--- config.mk ---
export PLATFORM = sky130hd
export DESIGN_NAME = karekok_hakem
export DESIGN_NICKNAME = d
export VERILOG_FILES = /design/src/rtl/karekok_hakem.sv
export SDC_FILE = /design/constraint.sdc
export NUM_CORES = 1
export LEC_CHECK = 0
export BUFFER_PORTS_ARGS = -buffer_cell sky130_fd_sc_hd__buf_2
export CORE_UTILIZATION = 40
export CTS_BUF_LIST = sky130_fd_sc_hd__clkbuf_4 sky130_fd_sc_hd__clkbuf_8 sky130_fd_sc_hd__clkbuf_16
export DETAILED_ROUTE_END_ITERATION = 7
export PLACE_DENSITY = 0.69
export SYNTH_ARGS = -nofsm -noshare
export SYNTH_HDL_FRONTEND = slang
export SYNTH_SLANG_ARGS = --single-unit
export TNS_END_PERCENT = 100
--- constraint.sdc ---
create_clock -name clk -period 2.1 [get_ports clk]
set_input_delay 0.63 -clock clk [delete_from_list [all_inputs] [get_ports clk]]
set_output_delay 0.63 -clock clk [all_outputs]
set_load 0.01 [all_outputs]
--- src/rtl/karekok_hakem.sv ---
// karekok_hakem: round-robin arbiter/sequencer sharing one square-root unit
// between two requesters, with a bounded wait and timeout error reporting.
module karekok_hakem #(
  parameter int VERI_W      = 32,
  parameter int SONUC_W     = 64,
  parameter int ZAMAN_ASIMI = 64
) (
  input  logic               clk,
  input  logic               rst_n,
  input  logic               istek0_gecerli,
  input  logic [VERI_W-1:0]  istek0_sayi,
  output logic               istek0_kabul,
  output logic [SONUC_W-1:0] istek0_sonuc,
  output logic               istek0_sonuc_gecerli,
  output logic               istek0_hata,
  input  logic               istek1_gecerli,
  input  logic [VERI_W-1:0]  istek1_sayi,
  output logic               istek1_kabul,
  output logic [SONUC_W-1:0] istek1_sonuc,
  output logic               istek1_sonuc_gecerli,
  output logic               istek1_hata,
  output logic               birim_baslat,
  output logic [VERI_W-1:0]  birim_sayi,
  input  logic [SONUC_W-1:0] birim_sonuc,
  input  logic               birim_hazir,
  output logic               mesgul
);
  localparam int CW = $clog2(ZAMAN_ASIMI + 1);
  typedef enum logic [1:0] {BOSTA, BASLAT, BEKLE, YANIT} durum_t;
  durum_t durum, sonraki;
  logic sahip, isaretci, kazanan, istek_var, doldu, bitti;
  logic [CW-1:0] sayac;
  logic [VERI_W-1:0] sayi_r;
  logic [SONUC_W-1:0] sonuc_r [2];
  logic [1:0] hata_r;
  assign istek_var = istek0_gecerli || istek1_gecerli;
  assign kazanan = (istek0_gecerli && istek1_gecerli) ? isaretci : istek1_gecerli;
  assign doldu = sayac == CW'(ZAMAN_ASIMI);
  assign bitti = birim_hazir || doldu;
  always_comb begin
    sonraki = durum;
    case (durum)
      BOSTA:   sonraki = istek_var ? BASLAT : BOSTA;
      BASLAT:  sonraki = BEKLE;
      BEKLE:   sonraki = bitti ? YANIT : BEKLE;
      default: sonraki = BOSTA;
    endcase
  end
  always_ff @(posedge clk or negedge rst_n)
    if (!rst_n) durum <= BOSTA;
    else durum <= sonraki;
  always_ff @(posedge clk or negedge rst_n) begin
    if (!rst_n) begin
      sahip <= 1'b0;
      isaretci <= 1'b0;
      sayac <= '0;
      sayi_r <= '0;
      sonuc_r[0] <= '0;
      sonuc_r[1] <= '0;
      hata_r <= '0;
    end else begin
      if (durum == BOSTA && istek_var) begin
        sahip <= kazanan;
        isaretci <= ~kazanan;
        sayi_r <= kazanan ? istek1_sayi : istek0_sayi;
      end
      if (durum == BASLAT) sayac <= '0;
      else if (durum == BEKLE && !doldu) sayac <= sayac + CW'(1);
      // a ready seen on the timeout edge still wins over the timeout
      if (durum == BEKLE && bitti) begin
        sonuc_r[sahip] <= birim_hazir ? birim_sonuc : '0;
        hata_r[sahip] <= !birim_hazir;
      end
    end
  end
  assign birim_baslat = durum == BASLAT;
  assign istek0_kabul = birim_baslat && !sahip;
  assign istek1_kabul = birim_baslat && sahip;
  assign istek0_sonuc_gecerli = durum == YANIT && !sahip;
  assign istek1_sonuc_gecerli = durum == YANIT && sahip;
  assign istek0_sonuc = sonuc_r[0];
  assign istek1_sonuc = sonuc_r[1];
  assign istek0_hata = hata_r[0];
  assign istek1_hata = hata_r[1];
  assign birim_sayi = sayi_r;
  assign mesgul = durum != BOSTA;
endmodule
---- Word-level counts from Yosys, hierarchy flattened ----
Cells that the tools add are included.
word-level totals
  output and inout bits ................... 168
  input port bits ......................... 133
  register bits ........................... 173
operators by class
  $lt $le $gt $ge ......................... 4
  add/sub/neg operators ................... 1
  mux-type cells .......................... 14
  equal/unequal tests ..................... 4
  bitwise operators ....................... 2
  reductions and logical operators ........ 18
operator list
  cell                   count
  $bwmux W128            1
  $mux W64               2
  $demux W64 S1          1
  $mux W32               1
  $mux W7                2
  $logic_and A1 B1 Y1    10
  $add A7 B1 Y7 const B  1
  $eq A7 B7 Y1 const B   1
  $pmux W2 S3            1
  $eq A2 B2 Y1 const B   2
  $mux W1                4
  $reduce_bool A2 Y1     2
  $logic_not A1 Y1       3
  $bwmux W2              1
  $eq A2 B1 Y1 const B   1
  $ge A2 B2 Y1 const B   1
  $logic_not A2 Y1       1
  $logic_or A1 B1 Y1     2
  $lt A1 B2 Y1 const B   1
  $lt A2 B1 Y1 const B   1
  $not A1 Y2             1
  $demux W1 S1           1
  $ge A1 B1 Y1 const B   1
  $not A1 Y1             1

---- Logic depth before layout (Yosys ltp) ----
Gate-level depths: netlist of run 1.
  depth after elaboration ................. 6
  depth in mapped cells ................... 8

---- Worst setup path before layout of run 1 ----
Ideal clock, no wire load.
  kind .................................... reg-to-output
  start ................................... register durum[1]
  end ..................................... output istek0_kabul
  cell stages (with the launch flop) ...... 5
  arrival ................................. 1.208 ns
  setup slack ............................. 0.262 ns
  path through ............................ dfrtp_1 -> inv_1 -> ha_1 -> clkbuf_1 -> nor2b_1
between the ends
  cells in the longest elaborated chain, start to end .. 2
RTL lines
  item                    RTL line  text
  from (decl)             30        durum_t durum, sonraki;
  from (signal assigned)  51        else durum <= sonraki;
  $eq A2 B1 Y1            76        assign birim_baslat = durum == BASLAT;
  named net birim_baslat  22        output logic birim_baslat,
  $logic_and A1 B1 Y1     77        assign istek0_kabul = birim_baslat && !sahip;
  to (decl)               12        output logic istek0_kabul,
The timed path passes the listed nets, and every way through them passes these cells.

---- Final worst setup path of run 1 ----
  start ................................... register durum[0]
  end ..................................... output istek0_sonuc_gecerli
between the ends
  cells in the longest elaborated chain, start to end .. 2
RTL lines
  item                 RTL line  text
  $eq A2 B2 Y1         79        assign istek0_sonuc_gecerli = durum == YANIT && !sahip;
  $logic_and A1 B1 Y1  79
  to (decl)            14        output logic istek0_sonuc_gecerli,
Every way passes these cells.

==> flow_summary.ini, run 1 <==
[status]
outcome = finished, final reports clean

[synthesis]
yosys-top-cells-area = dfrtp_1 (60%), nand2_1 (14%), o21ai_0 (8.3%), a221o_1 (4.4%), and3_1 (2.9%)
synth_ff_type = dfrtp_1
avgSynthCellArea_um2 = 9.67
synth-simple-area-share = 0.193
synth_area_mm2 = 0.00722
synth_nets = 886
synth_edf_count = 0
ys_warn_count = 0
ys_seq_area_frac = 0.599
synth_xor_area_frac = 0.00243
yosysMostFrequentCell = nand2_1
synth_top_family_by_area = simple AND/OR/NAND/NOR gates
synth_top_area_frac = 0.599
synthMuxAreaShare = 0
ys_types = 39
yosys-top-cells-count = nand2_1 (262), dfrtp_1 (173), o21ai_0 (120)
ys_seq_elements = 173
async_reset_ff_frac = 1.00
synthAdderAreaFrac = 0.0104
synth_compound_area_frac = 0.147
syn_inst = 747
yosysTopAreaCell = dfrtp_1

[timing]
final_hold_viol_count = 0
fmax_mhz = 494
fin_crit_sh = 0.964
clock-skew-final_ns = 0.0116
slew_viol_final = 0
period_minus_slack_ns = 2.02
relSlewSlack = 0.687
max_slew.worst_pin.slew_ns = 0.469
worst_slack_ns = 0.0756
rsz0062_at_grt = yes
finalSetupViolations = 0

[global_routing]
antenna_found_initial = 0
grt_overflow_total = 0
grt_pass1_vias = 6176
grt_pass1_wl_mm = 32.5
grt_use_total = 0.228
grt_start_max_net_pins = 65

[setup_path]
reg2reg_depth = 6
start_kind = flop
cp-end-kind = output port
path_class = reg -> out
crit_fanout = 3
crit_arrival_ns = 1.39
reg2reg_slack_ns = 0.19
r2r-start = durum[0]
worstPathRequired_ns = 1.47
r2r-end = istek0_sonuc[56]

[placement]
pre_cts_ws_ns = 0.163
port_buffers = 300
place_inst = 1235
finalWeightedCongestion = 0.802
place_hpwl_mm = 14.3
dpl_cell_area_mm2 = 0.00902

[finish]
num-fill-cells = 1557
n_antenna_cell = 0
layout.nets = 1168
final_area_mm2 = 0.00961
syn_to_final_growth_pct = 33.0
fin_util = 0.550
drive_above_1_share = 0.348
fin_cells = 1267

[run]
drv_cap = 0

[pwr]
ir_drop_mv = 0.650
p_leak_nw = 4.98
power_density_mw_per_mm2 = 1470
p_total_mw = 14.1

[detailed_routing]
wire_per_inst_um = 16.6
wl_mm = 21.0
via_count = 6442
viasPerCell = 5.08
drtIter0Drc = 357
dr.pass1.iters = 6
ant_nets = 0
drcViolationCount = 0

[floorplan]
dieArea_mm2 = 0.0186
core_region_area_mm2 = 0.0175
die_y_um = 136
dieWidth_um = 136
io_pins = 301
start_util = 0.413
row_count = 48

[clock_network]
cts_tree = yes
insertion_delay_ns = 0.43
clockRootBuffer = clkbuf_16
post_cts.repair.setup_buffers = 0
numCtsBuffers = 17
cts.clk_slew.worst_paths_ns = 0.07
clockBufferDepth = 2
h-tree-depth = 4
cts_sinks = 173

[min_path]
hold_class = in -> async
-- critical path, stage by stage, from the launching register on --
cell     delay (ns)
dfrtp_1        0.41
ha_1           0.27
nor2b_1        0.14
buf_2          0.16
-- cells by family (layout without fill, tap and decap cells) --
group                    count (synthesis)  in the layout
AO/OA/AOI/OAI                          175            175
XOR/XNOR                                 2              2
adder cells (fa/ha/maj)                  6              6
buffers and inverters                   67            362
flip-flops                             173            173
AND/OR/NAND/NOR                        324            324
-- cell usage in the layout, fill, tap and decap left out, types with 2 or more instances in the layout --
| cell type | count |
|---|---|
| buf_2 | 299 |
| nand2_1 | 262 |
| dfrtp_1 | 173 |
| o21ai_0 | 120 |
| and3_1 | 32 |
| a221o_1 | 32 |
| clkbuf_16 | 17 |
| buf_4 | 11 |
| buf_12 | 11 |
| o21ai_1 | 10 |
| inv_1 | 8 |
| ha_1 | 5 |
| clkinvlp_4 | 5 |
| nand4_1 | 3 |
| or3_1 | 3 |
| a21oi_1 | 3 |
| nor2_1 | 3 |
| clkbuf_8 | 3 |
| nor2b_1 | 2 |
| and2_1 | 2 |
| o21a_1 | 2 |
| xor2_1 | 2 |
| nand4b_1 | 2 |
| or4_1 | 2 |
| nand3_1 | 2 |
| inv_6 | 2 |
| clkinv_2 | 2 |
-- stage by stage --
stage	setup TNS, ns	hold WS (ns)
floorplan	0	0.334
global placement	0	0.468
detailed placement	0	0.480
CTS	0	0.0910
global route	-0.0337	0.105
finish	0	0.0980
-- per-layer routing --
metal | share of wire | vias to the layer above | track usage
met5 | 0 | - | 0
met2 | 0.49 | 275 | 0.381
met4 | 0.017 | 0 | 0.0821
met3 | 0.069 | 26 | 0.0511
met1 | 0.43 | 3060 | 0.289
li1 | - | 3081 | -
-- power breakdown --
| part | internal (mW) | switching [mW] |
|---|---|---|
| Clock | 1.75 | 1.37 |
| Sequential | 4.82 | 0.821 |
| Combinational | 2.23 | 3.08 |
-- state kept, by name (all words and copies together) (netlist names) --
register	flops
birim_sayi	32
durum	2
hata_r	2
isaretci	1
istek0_sonuc	64
istek1_sonuc	64
sahip	1
sayac	7
-- layout make-up --
class / count / area, um^2 / area share
inverters: 8 / 30.0 / 0.00313
clock inverters: 11 / 106 / 0.0111
repair buffers: 322 / 1810 / 0.188
well taps: 225 / 282 / 0.0293
clock buffers: 21 / 474 / 0.0494
flip-flops and latches: 173 / 4330 / 0.451
multi-input cells: 507 / 2570 / 0.268
-- worst max path at each step --
stage / from / endpoint / slack, ns
after global placement: istek1_gecerli / birim_sayi[11] / 0.19
after global routing: durum[1] / istek0_kabul / -0.03
final: durum[0] / istek0_sonuc_gecerli / 0.08
after CTS: durum[1] / istek0_kabul / 0.02
after floorplan: durum[1] / istek0_kabul / 0.26
after detailed placement: istek1_gecerli / birim_sayi[8] / 0.16
-- timing repair --
item                       4_1_cts  5_1_grt
setup endpoints to repair        0       15
hold buffers                     0        0
resized for setup                0        2
(Power assumes the default switching activity.)
==> run 2, diff against run 1 <==
--- a/config.mk
+++ b/config.mk
@@ -6,10 +6,12 @@
 export NUM_CORES = 1
 export LEC_CHECK = 0
 export BUFFER_PORTS_ARGS = -buffer_cell sky130_fd_sc_hd__buf_2
+export CORE_ASPECT_RATIO = 0.6
 export CORE_UTILIZATION = 40
 export CTS_BUF_LIST = sky130_fd_sc_hd__clkbuf_4 sky130_fd_sc_hd__clkbuf_8 sky130_fd_sc_hd__clkbuf_16
 export DETAILED_ROUTE_END_ITERATION = 7
 export PLACE_DENSITY = 0.69
+export RECOVER_POWER = 100
 export SYNTH_ARGS = -nofsm -noshare
 export SYNTH_HDL_FRONTEND = slang
 export SYNTH_SLANG_ARGS = --single-unit
==> constraint.sdc (replaced) <==
create_clock -name clk -period 2.1 [get_ports clk]
set_input_delay 0 -clock clk [delete_from_list [all_inputs] [get_ports clk]]
set_output_delay 0 -clock clk [all_outputs]
set_load 0.01 [all_outputs]
==> run 2 against run 1 <==
Register-to-register slack about the same. Global-route usage increased by 3.6 points. Combinational power decreased by 2%. Design area increased by 11%. Critical path type is now reg -> reg. Largest power group unchanged.
==> flow_summary.ini, run 2 (same netlist as run 1, synthesis figures left out) <==
[global_routing]
grt_use_total = 0.264
antenna_found_initial = 0
grt_overflow_total = 0
grt_pass1_wl_mm = 38.6
grt_start_max_net_pins = 66
grt_pass1_vias = 7179

[clock_network]
insertion_delay_ns = 0.42
clockRootBuffer = clkbuf_16
h-tree-depth = 4
cts_sinks = 173
cts_tree = yes
post_cts.repair.setup_buffers = 0
cts.clk_slew.worst_paths_ns = 0.08
clockBufferDepth = 2
numCtsBuffers = 17

[timing]
period_minus_slack_ns = 1.91
worst_slack_ns = 0.187
relSlewSlack = 0.0145
fin_crit_sh = 0.911
rsz0062_at_grt = no
slew_viol_final = 0
final_hold_viol_count = 0
setup_tns_ns = 0
max_slew.worst_pin.slew_ns = 1.48
fmax_mhz = 523
finalSetupViolations = 0
clock-skew-final_ns = 0.0134

[min_path]
hold_class = in -> reg

[floorplan]
start_util = 0.415
core_region_area_mm2 = 0.0174
row_count = 37
dieWidth_um = 175
dieArea_mm2 = 0.0186
io_pins = 301
die_y_um = 106

[pwr]
p_total_mw = 14.2
power_density_mw_per_mm2 = 1320
ir_drop_mv = 0.653
p_leak_nw = 4.96

[finish]
n_antenna_cell = 0
layout.nets = 1297
final_area_mm2 = 0.0107
drive_above_1_share = 0.162
final_common_cell = nand2_1
most-common-layout-cells = nand2_1 (262), dfrtp_1 (173), clkbuf_1 (169)
fin_cells = 1405
syn_to_final_growth_pct = 47.9

[placement]
dpl_cell_area_mm2 = 0.00899
finalWeightedCongestion = 0.844
port_buffers = 300
pre_cts_ws_ns = 0.291
place_hpwl_mm = 14.9
place_inst = 1242

[setup_path]
worstPathRequired_ns = 2.39
crit_arrival_ns = 2.21
crit_fanout = 32
cp-end-kind = flop
start_kind = flop
path_class = reg -> reg

[detailed_routing]
drcViolationCount = 0
wire_per_inst_um = 17.3
via_count = 7145
drtIter0Drc = 527
wl_mm = 24.2
viasPerCell = 5.09
ant_nets = 0
dr.pass1.iters = 5

[run]
drv_cap = 0

[status]
outcome = finished, final reports clean
==> run 2: routing by layer <==
metal / vias to the layer above / track usage / part of all wire
met5: - / 0 / 0
met4: 0 / 0.0863 / 0.020
met3: 38 / 0.0622 / 0.072
met2: 331 / 0.422 / 0.47
met1: 3436 / 0.355 / 0.44
li1: 3340 / - / -
==> run 2: per-stage QoR <==
step           hold WS (ns)  utilization
2_1_floorplan        -0.296            -
3_3_place_gp       0.000271        0.517
3_5_place_dp       0.000338        0.517
4_1_cts               0.117        0.627
5_1_grt               0.217        0.614
6_report              0.218        0.614
==> run 2: worst paths after layout <==
path / from / end / slack [ns] / cells past startpoint
min in group asynchronous: rst_n / istek0_sonuc[6] / 0.48 / 2
worst max register to register: durum[0] / birim_sayi[29] / 0.19 / 6
worst min-delay path: istek0_gecerli / isaretci / 0.22 / 5
worst min register to register: birim_sayi[3] / birim_sayi[3] / 0.52 / 1
max in group asynchronous: rst_n / istek0_sonuc[32] / 0.50 / 3
worst max-delay path: durum[0] / birim_sayi[29] / 0.19 / 6
==> run 2: area by class of cell <==
class	count	area (um^2)
clock inverters	15	176
repair buffers	451	2860
multi-input cells	507	2570
flip-flops and latches	173	4330
fillers	1534	6720
well taps	234	293
inverters	8	30.0
clock buffers	17	425
==> run 2: critical path, cell delays in order, from the launching register on <==
cell and delay, ns:
dfrtp_1 0.38, inv_1 0.07, ha_1 0.24, and2_1 0.17, clkbuf_2 0.35, and3_1 0.31
a221o_1 0.27
==> run 2: what timing repair did <==
action	4_1_cts	5_1_grt
hold buffers	131	0
resized for setup	0	0
endpoints found under the hold margin	269	0
==> run 2: report_power, final <==
part | internal, mW | switching [mW] | leakage, nW | total [mW]
Combinational | 1.99 | 3.21 | 2.49 | 5.20
Clock | 1.71 | 1.49 | 0.291 | 3.20
Sequential | 4.82 | 0.919 | 2.17 | 5.74
Total | 8.53 | 5.62 | 4.96 | 14.2
